## config.mk

```make
export PLATFORM = sky130hd
export DESIGN_NAME = inst_encoder_loader_flat
export DESIGN_NICKNAME = d
export VERILOG_FILES = /design/src/rtl/riscv_pkg.sv /design/src/rtl/inst_encoder_loader_if.sv /design/src/rtl/inst_field_packer.sv /design/src/rtl/inst_encoder_loader.sv /design/src/flat_wrapper.sv
export SDC_FILE = /design/constraint.sdc
export NUM_CORES = 1
export LEC_CHECK = 0
export ABC_AREA = 1
export CAP_MARGIN = 25
export CORE_MARGIN = 4
export CORE_UTILIZATION = 49
export CTS_BUF_LIST = sky130_fd_sc_hd__clkbuf_4 sky130_fd_sc_hd__clkbuf_8
export DETAILED_ROUTE_END_ITERATION = 12
export HOLD_SLACK_MARGIN = 0.03
export PLACE_DENSITY = 0.83
export REMOVE_ABC_BUFFERS = 1
export SLEW_MARGIN = 20
export SYNTH_ARGS = -nofsm -noshare
export SYNTH_HDL_FRONTEND = slang
export SYNTH_SLANG_ARGS = --single-unit
export TNS_END_PERCENT = 1
```

## constraint.sdc

```tcl
create_clock -name clk -period 2.26 [get_ports clk]
set_input_delay 0.452 -clock clk [delete_from_list [all_inputs] [get_ports clk]]
set_output_delay 0.452 -clock clk [all_outputs]
set_load 0.05 [all_outputs]
```

## src/rtl/riscv_pkg.sv

```systemverilog
// Purpose : shared RV32I encoding constants, loader FSM states, immediate range helper.
// Latency : n/a (declarations only).
// Backpressure : n/a.
package riscv_pkg;

   // Instruction format selector codes; 6 and 7 are reserved.
   localparam logic [2:0] FMT_R = 3'd0;
   localparam logic [2:0] FMT_I = 3'd1;
   localparam logic [2:0] FMT_S = 3'd2;
   localparam logic [2:0] FMT_B = 3'd3;
   localparam logic [2:0] FMT_U = 3'd4;
   localparam logic [2:0] FMT_J = 3'd5;

   localparam logic [6:0] OP_LOAD   = 7'h03;
   localparam logic [6:0] OP_STORE  = 7'h23;
   localparam logic [6:0] OP_BRANCH = 7'h63;
   localparam logic [6:0] OP_LUI    = 7'h37;
   localparam logic [6:0] OP_JAL    = 7'h6F;
   localparam logic [6:0] OP_OP     = 7'h33;
   localparam logic [6:0] OP_OPIMM  = 7'h13;

   typedef enum logic [1:0] {
      ST_IDLE = 2'd0,
      ST_RUN  = 2'd1,
      ST_DONE = 2'd2
   } enc_state_e;

   // True when v is representable as an n-bit two's-complement value:
   // everything from bit n-1 upward must be a copy of the sign.
   function automatic logic fits_signed(input logic [31:0] v, input int unsigned n);
      logic [31:0] hi;
      hi = 32'($signed(v) >>> (n - 1));
      return (hi == '0) || (hi == '1);
   endfunction

endpackage

```

## src/rtl/inst_encoder_loader_if.sv

```systemverilog
// Purpose : field-set input stream, encoded-word output stream and burst control of the loader.
// Latency : n/a (wiring only).
// Backpressure : in_valid/in_ready on the field side, out_valid/out_ready on the memory side.
// Ports   : master = program/bench side, slave = encoder/loader side.
interface inst_encoder_loader_if #(
   parameter int ADDR_W = 8
);
   logic              start;
   logic [ADDR_W:0]   count;
   logic              in_valid;
   logic              in_ready;
   logic [2:0]        in_fmt;
   logic [6:0]        in_opcode;
   logic [4:0]        in_rd;
   logic [4:0]        in_rs1;
   logic [4:0]        in_rs2;
   logic [2:0]        in_funct3;
   logic [6:0]        in_funct7;
   logic [31:0]       in_imm;
   logic              out_valid;
   logic              out_ready;
   logic [31:0]       out_inst;
   logic [ADDR_W-1:0] out_addr;
   logic              out_imm_err;
   logic              busy;
   logic              done;

   modport master (
      output start, count, in_valid, in_fmt, in_opcode, in_rd, in_rs1, in_rs2,
             in_funct3, in_funct7, in_imm, out_ready,
      input  in_ready, out_valid, out_inst, out_addr, out_imm_err, busy, done
   );

   modport slave (
      input  start, count, in_valid, in_fmt, in_opcode, in_rd, in_rs1, in_rs2,
             in_funct3, in_funct7, in_imm, out_ready,
      output in_ready, out_valid, out_inst, out_addr, out_imm_err, busy, done
   );
endinterface

```

## src/rtl/inst_field_packer.sv

```systemverilog
// Purpose : pack decoded RV32I fields into one instruction word and flag unencodable immediates.
// Latency : purely combinational, zero cycles.
// Backpressure : none; no state.
// Ports   : fmt/opcode/rd/rs1/rs2/funct3/funct7/imm in; inst, imm_err out.
module inst_field_packer
   import riscv_pkg::*;
(
   input  logic [2:0]  fmt,
   input  logic [6:0]  opcode,
   input  logic [4:0]  rd,
   input  logic [4:0]  rs1,
   input  logic [4:0]  rs2,
   input  logic [2:0]  funct3,
   input  logic [6:0]  funct7,
   input  logic [31:0] imm,
   output logic [31:0] inst,
   output logic        imm_err
);

   always_comb begin
      inst    = '0;
      imm_err = 1'b0;
      case (fmt)
         FMT_R: inst = {funct7, rs2, rs1, funct3, rd, opcode};
         FMT_I: begin
            inst    = {imm[11:0], rs1, funct3, rd, opcode};
            imm_err = !fits_signed(imm, 12);
         end
         FMT_S: begin
            inst    = {imm[11:5], rs2, rs1, funct3, imm[4:0], opcode};
            imm_err = !fits_signed(imm, 12);
         end
         FMT_B: begin
            // Branch offsets are halfword aligned, so bit 0 is never encoded.
            inst    = {imm[12], imm[10:5], rs2, rs1, funct3, imm[4:1], imm[11], opcode};
            imm_err = !fits_signed(imm, 13) || imm[0];
         end
         FMT_U: begin
            // Low 12 bits cannot be represented; a nonzero value would be silently lost.
            inst    = {imm[31:12], rd, opcode};
            imm_err = (imm[11:0] != 12'd0);
         end
         FMT_J: begin
            inst    = {imm[20], imm[10:1], imm[11], imm[19:12], rd, opcode};
            imm_err = !fits_signed(imm, 21) || imm[0];
         end
         default: begin
            inst    = '0;
            imm_err = 1'b1;
         end
      endcase
   end

endmodule

```

## src/rtl/inst_encoder_loader.sv

```systemverilog
// Purpose : encode a burst of COUNT field sets into RV32I words tagged with word addresses.
// Latency : field set accepted at edge N appears on out_* after edge N; 1 word/cycle sustained.
// Backpressure : single output slot; in_ready drops while the slot is full and out_ready is low.
// Ports   : clk, rst (sync, active high); bus = slave side of inst_encoder_loader_if.
module inst_encoder_loader
   import riscv_pkg::*;
#(
   parameter int ADDR_W    = 8,
   parameter int BASE_ADDR = 0
) (
   input  logic                  clk,
   input  logic                  rst,
   inst_encoder_loader_if.slave  bus
);

   enc_state_e        state, state_nxt;
   logic [ADDR_W:0]   cnt;        // burst length latched on start
   logic [ADDR_W:0]   accepted;   // field sets taken in
   logic [ADDR_W:0]   emitted;    // words handshaked out
   logic              vld_q;
   logic [31:0]       inst_q;
   logic [ADDR_W-1:0] addr_q;
   logic              err_q;
   logic [31:0]       pk_inst;
   logic              pk_err;
   logic              accept;
   logic              out_hs;
   logic              last_hs;

   inst_field_packer u_packer (
      .fmt     (bus.in_fmt),
      .opcode  (bus.in_opcode),
      .rd      (bus.in_rd),
      .rs1     (bus.in_rs1),
      .rs2     (bus.in_rs2),
      .funct3  (bus.in_funct3),
      .funct7  (bus.in_funct7),
      .imm     (bus.in_imm),
      .inst    (pk_inst),
      .imm_err (pk_err)
   );

   // Slot can be refilled in the same cycle it drains, giving full throughput.
   assign bus.in_ready    = (state == ST_RUN) && (accepted < cnt) && (!vld_q || bus.out_ready);
   assign accept          = bus.in_valid && bus.in_ready;
   assign out_hs          = vld_q && bus.out_ready;
   assign last_hs         = out_hs && ((emitted + 1'b1) == cnt);

   assign bus.out_valid   = vld_q;
   assign bus.out_inst    = inst_q;
   assign bus.out_addr    = addr_q;
   assign bus.out_imm_err = err_q;
   assign bus.busy        = (state == ST_RUN);
   assign bus.done        = (state == ST_DONE);

   always_comb begin
      state_nxt = state;
      case (state)
         ST_IDLE: if (bus.start) state_nxt = (bus.count == '0) ? ST_DONE : ST_RUN;
         ST_RUN:  if (last_hs)   state_nxt = ST_DONE;
         ST_DONE: state_nxt = ST_IDLE;
         default: state_nxt = ST_IDLE;
      endcase
   end

   always_ff @(posedge clk) begin
      if (rst) begin
         state    <= ST_IDLE;
         cnt      <= '0;
         accepted <= '0;
         emitted  <= '0;
         vld_q    <= 1'b0;
         inst_q   <= '0;
         addr_q   <= '0;
         err_q    <= 1'b0;
      end else begin
         state <= state_nxt;
         if (state == ST_IDLE && bus.start) begin
            cnt      <= bus.count;
            accepted <= '0;
            emitted  <= '0;
            addr_q   <= ADDR_W'(BASE_ADDR);
         end
         if (accept) begin
            vld_q    <= 1'b1;
            inst_q   <= pk_inst;
            err_q    <= pk_err;
            accepted <= accepted + 1'b1;
         end else if (out_hs) begin
            vld_q    <= 1'b0;
         end
         // Address wraps modulo 2^ADDR_W by natural overflow.
         if (out_hs) begin
            emitted <= emitted + 1'b1;
            addr_q  <= addr_q + 1'b1;
         end
      end
   end

endmodule

```

## src/flat_wrapper.sv

```systemverilog
// flat-port wrapper written by rule: the top's interface ports become plain ports
module inst_encoder_loader_flat import riscv_pkg::*;
#(
   parameter int ADDR_W    = 8,
   parameter int BASE_ADDR = 0
)
  (clk, rst, bus_start, bus_count, bus_in_valid, bus_in_fmt, bus_in_opcode, bus_in_rd, bus_in_rs1, bus_in_rs2, bus_in_funct3, bus_in_funct7, bus_in_imm, bus_out_ready, bus_in_ready, bus_out_valid, bus_out_inst, bus_out_addr, bus_out_imm_err, bus_busy, bus_done);
  inst_encoder_loader_if #(.ADDR_W(ADDR_W)) bus_i ();
  input  logic clk;
  input  logic rst;
  input wire logic [$bits(bus_i.start)-1:0] bus_start;
  input wire logic [$bits(bus_i.count)-1:0] bus_count;
  input wire logic [$bits(bus_i.in_valid)-1:0] bus_in_valid;
  input wire logic [$bits(bus_i.in_fmt)-1:0] bus_in_fmt;
  input wire logic [$bits(bus_i.in_opcode)-1:0] bus_in_opcode;
  input wire logic [$bits(bus_i.in_rd)-1:0] bus_in_rd;
  input wire logic [$bits(bus_i.in_rs1)-1:0] bus_in_rs1;
  input wire logic [$bits(bus_i.in_rs2)-1:0] bus_in_rs2;
  input wire logic [$bits(bus_i.in_funct3)-1:0] bus_in_funct3;
  input wire logic [$bits(bus_i.in_funct7)-1:0] bus_in_funct7;
  input wire logic [$bits(bus_i.in_imm)-1:0] bus_in_imm;
  input wire logic [$bits(bus_i.out_ready)-1:0] bus_out_ready;
  output wire logic [$bits(bus_i.in_ready)-1:0] bus_in_ready;
  output wire logic [$bits(bus_i.out_valid)-1:0] bus_out_valid;
  output wire logic [$bits(bus_i.out_inst)-1:0] bus_out_inst;
  output wire logic [$bits(bus_i.out_addr)-1:0] bus_out_addr;
  output wire logic [$bits(bus_i.out_imm_err)-1:0] bus_out_imm_err;
  output wire logic [$bits(bus_i.busy)-1:0] bus_busy;
  output wire logic [$bits(bus_i.done)-1:0] bus_done;
  assign bus_i.start = bus_start;
  assign bus_i.count = bus_count;
  assign bus_i.in_valid = bus_in_valid;
  assign bus_i.in_fmt = bus_in_fmt;
  assign bus_i.in_opcode = bus_in_opcode;
  assign bus_i.in_rd = bus_in_rd;
  assign bus_i.in_rs1 = bus_in_rs1;
  assign bus_i.in_rs2 = bus_in_rs2;
  assign bus_i.in_funct3 = bus_in_funct3;
  assign bus_i.in_funct7 = bus_in_funct7;
  assign bus_i.in_imm = bus_in_imm;
  assign bus_i.out_ready = bus_out_ready;
  assign bus_in_ready = bus_i.in_ready;
  assign bus_out_valid = bus_i.out_valid;
  assign bus_out_inst = bus_i.out_inst;
  assign bus_out_addr = bus_i.out_addr;
  assign bus_out_imm_err = bus_i.out_imm_err;
  assign bus_busy = bus_i.busy;
  assign bus_done = bus_i.done;
  inst_encoder_loader #(.ADDR_W(ADDR_W), .BASE_ADDR(BASE_ADDR)) u_core (.clk(clk), .rst(rst), .bus(bus_i));
endmodule
```

=== Yosys cells after proc, flatten, opt, wreduce, memory -nomap -nowiden ===
Index checks and enable logic that the tools add are counted.

* Flip-flop bits (word level): 71
* Bits of input ports: 81
* Output and inout bits: 45

* Add/subtract/negate cells: 3
* $lt $le $gt $ge: 1
* Equal/unequal tests: 13
* Multiplexer cells: 13
* Reductions and logical operators: 28

{| class="wikitable"
|+ Operator list
! operator !! number
|-
| one-hot mux 32 bit (6 select lines) || 1
|-
| equality test 32 bit (second input constant) || 3
|-
| zero test 32 bit || 3
|-
| two-way mux 9 bit || 3
|-
| adder 9 x 1 -> 9 bit (second input constant) || 2
|-
| two-way mux 8 bit || 2
|-
| nonzero test 12 bit || 1
|-
| equality test 9 bit || 1
|-
| zero test 9 bit || 1
|-
| < comparator 9 bit || 1
|-
| adder 8 x 1 -> 8 bit (second input constant) || 1
|-
| equality test 3 x 2 -> 1 bit (second input constant) || 2
|-
| equality test 3 bit (second input constant) || 2
|-
| logical AND 1 bit || 6
|-
| logical OR 1 bit || 6
|-
| two-way mux 2 bit || 3
|-
| nonzero test 2 bit || 3
|-
| one-hot mux 1 bit (5 select lines) || 1
|-
| zero test 1 bit || 4
|-
| one-hot mux 2 bit (2 select lines) || 1
|-
| equality test 3 x 1 -> 1 bit (second input constant) || 1
|-
| zero test 3 bit || 1
|-
| equality test 2 x 1 -> 1 bit (second input constant) || 1
|-
| equality test 2 bit (second input constant) || 1
|-
| 6 further kinds || 7
|}

=== Depth between registers and ports, before layout ===
Gate-level depths: netlist of run 1.

* Word-level depth: 5
* Depth in mapped cells: 12
* Depth with buffers taken out: 12

=== By module ===
From an unflattened synthesis of run 1, not the netlist that was laid out.

* Cells, all modules: 677
* Area total of the unflattened synthesis: 4319.1 um2

{| class="wikitable"
|+ Modules (own cells, without submodules)
! module !! instances !! cells each !! area an instance (um2) !! seq. area each (um2)
|-
| inst_encoder_loader || 1 || 476 || 3433.3 || 1421.4
|-
| inst_field_packer || 1 || 201 || 885.8 || 0.0
|}

=== Worst setup path before layout of run 1 ===
No wires, ideal clock.

* Path type: register -> output
* Start: register u_core.cnt[8]
* End: output port bus_in_ready
* Arrival: 1.598 ns
* Setup slack: 0.210 ns
* Cell stages (with the launch flop): 8
* Cells stage by stage: dfxtp_1 inv_1 ha_1 a21oi_2 o21a_2 nand3_4 nor3b_4 buf_6

* Word-level cells in the longest chain between the ends: 3

{| class="wikitable"
|+ Ends and longest elaborated chain
! item !! RTL line !! source
|-
| from (decl) || inst_encoder_loader.sv:17 || <nowiki>logic [ADDR_W:0] cnt;</nowiki>
|-
| from (signal assigned) || inst_encoder_loader.sv:79 || <nowiki>cnt <= bus.count;</nowiki>
|-
| < comparator 9 bit || inst_encoder_loader.sv:44 || <nowiki>assign bus.in_ready = (state == ST_RUN) && (accepted < cnt) && (!vld_q || bus.out_ready);</nowiki>
|-
| logical AND 1 bit (2 in a row) || inst_encoder_loader.sv:44 ||
|-
| to (decl) || flat_wrapper.sv:23 || <nowiki>output wire logic [$bits(bus_i.in_ready)-1:0] bus_in_ready;</nowiki>
|}

No other way between the ends.

=== Final worst setup path of run 1 ===
* Start: register u_core.cnt[1]
* End: output port bus_in_ready

Same word-level chain as after synthesis.

==> results of run 1 <==
through the flow:
stage               setup slack, ps  power (W)
global route                   -166    0.00351
global placement                144    0.00231
CTS                           -66.7    0.00336
floorplan                      -287    0.00190
detailed placement              127    0.00233
finish                        -69.9    0.00338
state kept, by name (all words and copies together) (netlist names):
name,cells
u_core.accepted,9
u_core.bus.out_addr,8
u_core.bus.out_imm_err,1
u_core.bus.out_inst,32
u_core.bus.out_valid,1
u_core.cnt,9
u_core.emitted,9
u_core.state,2
cells by family (layout without fill, tap and decap cells):
group / Yosys count / count (layout) / share of synthesized area (%)
AOI/OAI and AO/OA: 157 / 157 / 20.1
xor gates and xnor gates: 4 / 4 / 1.15
adders and majority gates: 11 / 11 / 3.25
buffers and inverters: 107 / 252 / 11.2
DFF: 71 / 71 / 33.6
and+or+nand+nor: 298 / 298 / 30.7
report_power, final:
group	internal (W)	switching (W)
Clock	0.000518	0.000498
Combinational	0.000400	0.000585
Sequential	0.00132	0.0000520
Total	0.00224	0.00113
worst max-delay path: cells and delay by family, from the launching register on:
kind | cells | cell delay [ps]
buffers and inverters | 2 | 260
DFF | 1 | 350
adders and majority gates | 1 | 270
and+or+nand+nor | 5 | 660
synthesized netlist by cell type, drive strengths merged:
master	n	area, um^2
nor3b	1	18.8
o221ai	2	17.5
o21ai	61	305
o22ai	4	25.0
a211oi	1	7.51
a221o	2	20.0
nand3	46	255
a211o	2	17.5
a21oi	76	388
or2	1	6.26
nand2	133	504
o21a	1	8.76
ha	11	138
xor2	1	8.76
nor3	9	45.0
inv	79	297
dfxtp	71	1420
xnor2	2	17.5
buf	15	128
nor2	88	345
nor4	2	12.5
o211ai	4	30.0
a22o	2	17.5
xnor3	1	22.5
nand4	17	106
o21bai	2	15.0
nand3b	1	7.51
clkbuf	11	42.5
clkinv	2	7.51
final timing paths:
| check | to | start | depth (start not counted) |
|---|---|---|---|
| worst max-delay path | bus_in_ready | u_core.cnt[1]$_SDFFE_PP0P_ | 8 |
| worst min register to register | u_core.bus.out_inst[21]$_SDFFE_PP0P_ | u_core.bus.out_inst[21]$_SDFFE_PP0P_ | 2 |
| worst max register to register | u_core.bus.out_inst[22]$_SDFFE_PP0P_ | u_core.cnt[1]$_SDFFE_PP0P_ | 12 |
| worst min-delay path | u_core.bus.out_inst[21]$_SDFFE_PP0P_ | u_core.bus.out_inst[21]$_SDFFE_PP0P_ | 2 |
cells in the final DEF, fill, tap and decap left out, drive strengths merged, types with 2 or more instances in the layout:
master	synthesis	final
o221ai	2	2
clkdlybuf4s50	0	122
o22ai	4	4
nor4	2	2
clkinv	2	6
a211o	2	2
ha	11	11
nand3	46	46
dfxtp	71	71
o21bai	2	2
o211ai	4	4
buf	15	32
inv	79	79
nand4	17	17
o21ai	61	61
a22o	2	2
a221o	2	2
nand2	133	133
xnor2	2	2
nor2	88	88
a21oi	76	76
clkbuf	11	10
nor3	9	9
repair_timing:
item / CTS / global route
resized for setup: 29 / 1
pin swaps: 12 / 2
buffers inserted: 7 / 2
endpoints found under the setup margin: 1 / 2
layout make-up:
type                       instances  area [um^2]
multi-input combinational        470         2420
fill                             688         2320
timing repair buffer             155         1490
sequential                        71         1440
inverter                          81          304
clock buffer                      10          131
tap                              105          131
clock inverter                     6         61.3
routing by layer:
layer / vias up / track usage, %
li1: 2434 / -
met1: 2235 / 34.3
met2: 282 / 47.7
met3: 57 / 6.44
met4: 0 / 11.7
met5: - / 0
==> reports/summary.txt, run 1 <==
Total Routing Usage GR -> 28.2%
placed inst area -> 0.00561 mm^2
max frequency -> 0.429 GHz
synth unique cells -> 38
DP Wirelength -> 10400 um
Area growth syn-to-layout -> 41.1%
status -> finished, violations left
syn_area_per_cell -> 6.54 um^2
critical path class -> flip-flop to output pin
WL met2 -> 6740 um
DR vias/cell -> 5.58
Worst path slowest cell -> dfxtp_2
crit-path cells -> inv_1 -> ha_1 -> nand2_1 -> nor2_1 -> nand3_1 -> nand3_4 -> nor3b_4 -> buf_12
row count -> 33
Final Util -> 72.0%
Total Wirelength -> 14500 um
number of DRC markers in iteration 0 -> 357
Buffers on Ports -> 125
PnR worst setup slack -> -69.9 ps
Worst-Margin Slew -> 561 ps
share of layout cells above drive strength 1 -> 11.5%
setup TNS -> -69.9 ps
startpoint types -> flip-flop
Worst Setup End Kind -> output pin
Power Density -> 565 mW/mm^2
final slew viol count -> 0
CTS Buf Count -> 9
failing checks -> setup timing
first-pass GRT wire length -> 23000 um
Yosys reg bits -> 71
max incr delay on CP -> 350 ps
sequential-to-total area share from yosys stat -> 33.6%
fin crit share -> 103%
Final Setup Violations -> 1
clock root cell -> clkbuf_8
routed wl met3 -> 1370 um
R2R setup slack -> 190 ps
CP required -> 1810 ps
Lkg Pwr -> 2.49 nW
CTS max path bufs -> 2
Worst slew margin -> 62.5%
Mapped Area -> 0.00424 mm^2
cts hold-fix bufs -> 0
die width -> 101 um
routed vias -> 5008
nets -> 880
CTS H-tree lvls -> 3
Core Footprint -> 0.00830 mm^2
WL/cell -> 16.2 um
top layer in use -> met4
Placer Congestion -> 0.933
initial antenna violation count -> 0
M1 WL -> 5890 um
Mapped Cells -> 648
Worst Hold Class -> flip-flop to flip-flop
CTS tree -> yes
endpoints failing hold -> 0
largest net degree at the start of global routing -> 34
IO Pins -> 126
Antenna diodes -> 0
min Tclk post-route -> 2330 ps
GR Overflow Total -> 0
die height -> 101 um
Routed Antenna Nets -> 0
RSZ-0062 raised after global routing -> true
VDD IR max -> 0.345 mV
DRT Pass-1 Iters -> 7
Die Area -> 0.0102 mm^2
synth warn -> 0
Worst Skew -> 11.7 ps
Finished Cell Area -> 0.00598 mm^2
Final Non-Filler Cells -> 898
vias in the first global route -> 4987
crit path DAT -> 1880 ps
# DRC -> 0
placed insts -> 873
Initial Utilization -> 51.0%
hold slack -> 475 ps
CTS Sinks -> 71
Worst-Skew Late Latency -> 350 ps
CP Max Fanout -> 2
Max-Cap Viols -> 0
Clk pin slew, worst setup/hold paths -> 80 ps
No activity file was read; power rests on OpenSTA's default activity.
==> run 2: changes to the inputs <==
- CORE_MARGIN: 4 -> 5
- CORE_UTILIZATION: 49 -> 44
- PLACE_DENSITY: 0.83 -> 0.78
- SLEW_MARGIN: 20 -> 40
- clock period: 2.26 -> 2 ns (I/O delays scaled with it)
==> run 2 against run 1 <==
The flow still finishes with violations (setup timing). Die area rose by 15%. Wire length fell by 2.1%. Clock power rose by 8%. Critical path depth rose by 1. Sequential power rose by 13%. Final cell count rose by 4.9%. Final area rose by 4.2%.
==> reports/summary.txt, run 2 (synthesis results as in run 1) <==
status -> finished, violations left
failing checks -> setup timing
met1 GRT Util -> 30.0% (-4.3 points)
Clk pin slew, worst setup/hold paths -> 90 ps (about the same)
cts hold-fix bufs -> 0 (unchanged)
endpoints failing hold -> 0 (unchanged)
CP Max Fanout -> 2 (unchanged)
Final Util -> 66.8% (-5.2 points)
routed vias -> 4998 (-0.20%)
Max-Cap Viols -> 0 (unchanged)
VDD IR max -> 0.297 mV (-14%)
WL/cell -> 15.1 um (-6.6%)
dpl ws -> -33.5 ps (-161 ps)
# DRC -> 0 (unchanged)
CTS Buf Count -> 9 (unchanged)
Most Used Layer, Global Route -> met2
clock root cell -> clkbuf_8
CTS tree -> yes
Worst Setup SP -> u_core.cnt[2]$_SDFFE_PP0P_
GR Overflow Total -> 0 (unchanged)
nets -> 900 (+2.3%)
initial antenna violation count -> 0 (unchanged)
CTS H-tree lvls -> 3 (unchanged)
Buffers on Ports -> 125 (unchanged)
row count -> 35 (+6.1%)
CTS max path bufs -> 2 (unchanged)
Reg-to-Reg End -> u_core.bus.out_inst[2]$_SDFFE_PP0P_
RSZ-0062 raised after global routing -> true
Total Routing Usage GR -> 24.5% (-3.7 points)
Antenna diodes -> 0 (unchanged)
met3 Resource Use GR -> 6.93% (+0.49 points)
DR vias/cell -> 5.31 (-4.9%)
number of flip-flops under the largest register name -> 32 (unchanged)
Worst slew margin -> 64.3% (+1.8 points)
R2R setup slack -> 40 ps (-150 ps)
fin crit share -> 112%
DRT Pass-1 Iters -> 5 (-2)
most frequent cells in the layout -> nand2_1 (130), clkdlybuf4s50_1 (110), nor2_1 (85), a21oi_1 (72), inv_1 (69)
number of DRC markers in iteration 0 -> 314 (-12%)
startpoint types -> flip-flop
CP required -> 1600 ps (-210 ps)
min-delay src -> u_core.bus.out_inst[25]$_SDFFE_PP0P_
Worst-Margin Slew -> 535 ps (-26.6 ps)
Worst Skew -> 19.7 ps (+8.00 ps)
Final Setup Violations -> 1 (unchanged)
RR Startpoint -> u_core.cnt[2]$_SDFFE_PP0P_
commonest non-fill, non-tap cell in the layout -> nand2_1
Worst-Skew Late Latency -> 350 ps (about the same)
min Tclk post-route -> 2230 ps
Worst Hold Class -> flip-flop to flip-flop
Initial Utilization -> 45.4% (-5.6 points)
PnR worst setup slack -> -232 ps (-162 ps)
end point of the critical path -> bus_in_ready
final slew viol count -> 0 (unchanged)
Routed Antenna Nets -> 0 (unchanged)
share of layout cells above drive strength 1 -> 16.1% (+4.6 points)
Total Wirelength -> 14200 um (-2.1%)
met2 usage -> 41.3% (-6.4 points)
first-pass GRT wire length -> 23000 um (about the same)
hold slack -> 484 ps (+9.34 ps)
die height -> 108 um (+7.1%)
Die Area -> 0.0117 mm^2 (+15%)
Worst Reg-to-Reg Cells -> 13 (+1)
largest net degree at the start of global routing -> 39 (+15%)
crit path DAT -> 1830 ps (-50 ps)
Lkg Pwr -> 2.68 nW (+7.4%)
CTS Sinks -> 71 (unchanged)
Area growth syn-to-layout -> 47.1%
Power Density -> 615 mW/mm^2 (+8.9%)
DP Wirelength -> 10800 um (+3.7%)
Worst Setup End Kind -> output pin
max frequency -> 0.448 GHz
IO Pins -> 126 (unchanged)
die width -> 108 um (+7.1%)
Placer Congestion -> 0.952 (+2.0%)
vias in the first global route -> 4962 (-0.50%)
critical path class -> flip-flop to output pin
Core Footprint -> 0.00933 mm^2 (+12%)
[run 2: changes by cell type in the layout (fill, tap and decap cells not counted), moves of 3 or more]
cell / previous run / this run
buf_4: 31 / 54
o21ai_1: 32 / 26
buf_6: 0 / 3
buf_12: 1 / 4
clkdlybuf4s50_1: 122 / 110
dlymetal6s2s_1: 1 / 4
o21ai_2: 0 / 6
[run 2: final cells by class]
cell class                      instances  area, um^2
Sequential cell                        71        1440
Fill cell                             796        3100
Clock inverter                          5        32.5
Multi-Input combinational cell        470        2470
Inverter                               81         304
Tap cell                              129         161
Clock buffer                           11         151
Timing Repair Buffer                  175        1670
[run 2: worst min path at each step]
stage / end / slack [ps] / cells after the start
6_report: u_core.bus.out_inst[25]$_SDFFE_PP0P_ / 480 / 2
5_1_grt: u_core.bus.out_inst[11]$_SDFFE_PP0P_ / 500 / 2
4_1_cts: u_core.bus.out_inst[14]$_SDFFE_PP0P_ / 480 / 2
3_5_place_dp: u_core.bus.out_inst[14]$_SDFFE_PP0P_ / 460 / 2
3_3_place_gp: u_core.bus.out_inst[14]$_SDFFE_PP0P_ / 450 / 2
2_1_floorplan: u_core.emitted[8]$_SDFFE_PP0P_ / 450 / 2
[run 2: worst max-delay path: stages (launching register included)]
cell and delay (ps):
dfxtp_2 340, inv_2 50, ha_4 210, a21oi_2 130, o21ai_1 80, nand2_1 110, nand3_4 80, nor3b_4 220
buf_12 140, buf_12 130
[run 2: what timing repair did]
action,in CTS,in global routing
pin swaps,8,11
resized for setup,26,20
setup endpoints to repair,1,41
setup buffers,3,4
[run 2: per-stage QoR]
step	setup TNS [ps]	cells	power, W	instance area, um^2
2_1_floorplan	-13730	622	0.00215	4070
3_3_place_gp	-41.9	919	0.00267	5820
3_5_place_dp	-98.5	919	0.00269	5820
4_1_cts	-271	938	0.00380	6120
5_1_grt	-2050	942	0.00401	6230
6_report	-232	942	0.00383	6230
[run 2: layer usage]
layer,share of wire (%),wire length [um],up-vias
met5,0,0,-
met4,1.9,273,0
met3,9.4,1340,30
met2,47,6700,223
met1,42,5910,2274
li1,-,-,2471
[run 2: power breakdown]
group          switching (W)  leakage (nW)  internal, W
Combinational       0.000677          2.01     0.000504
Sequential         0.0000542         0.584      0.00150
Clock               0.000585        0.0873     0.000514
Total                0.00132          2.68      0.00251
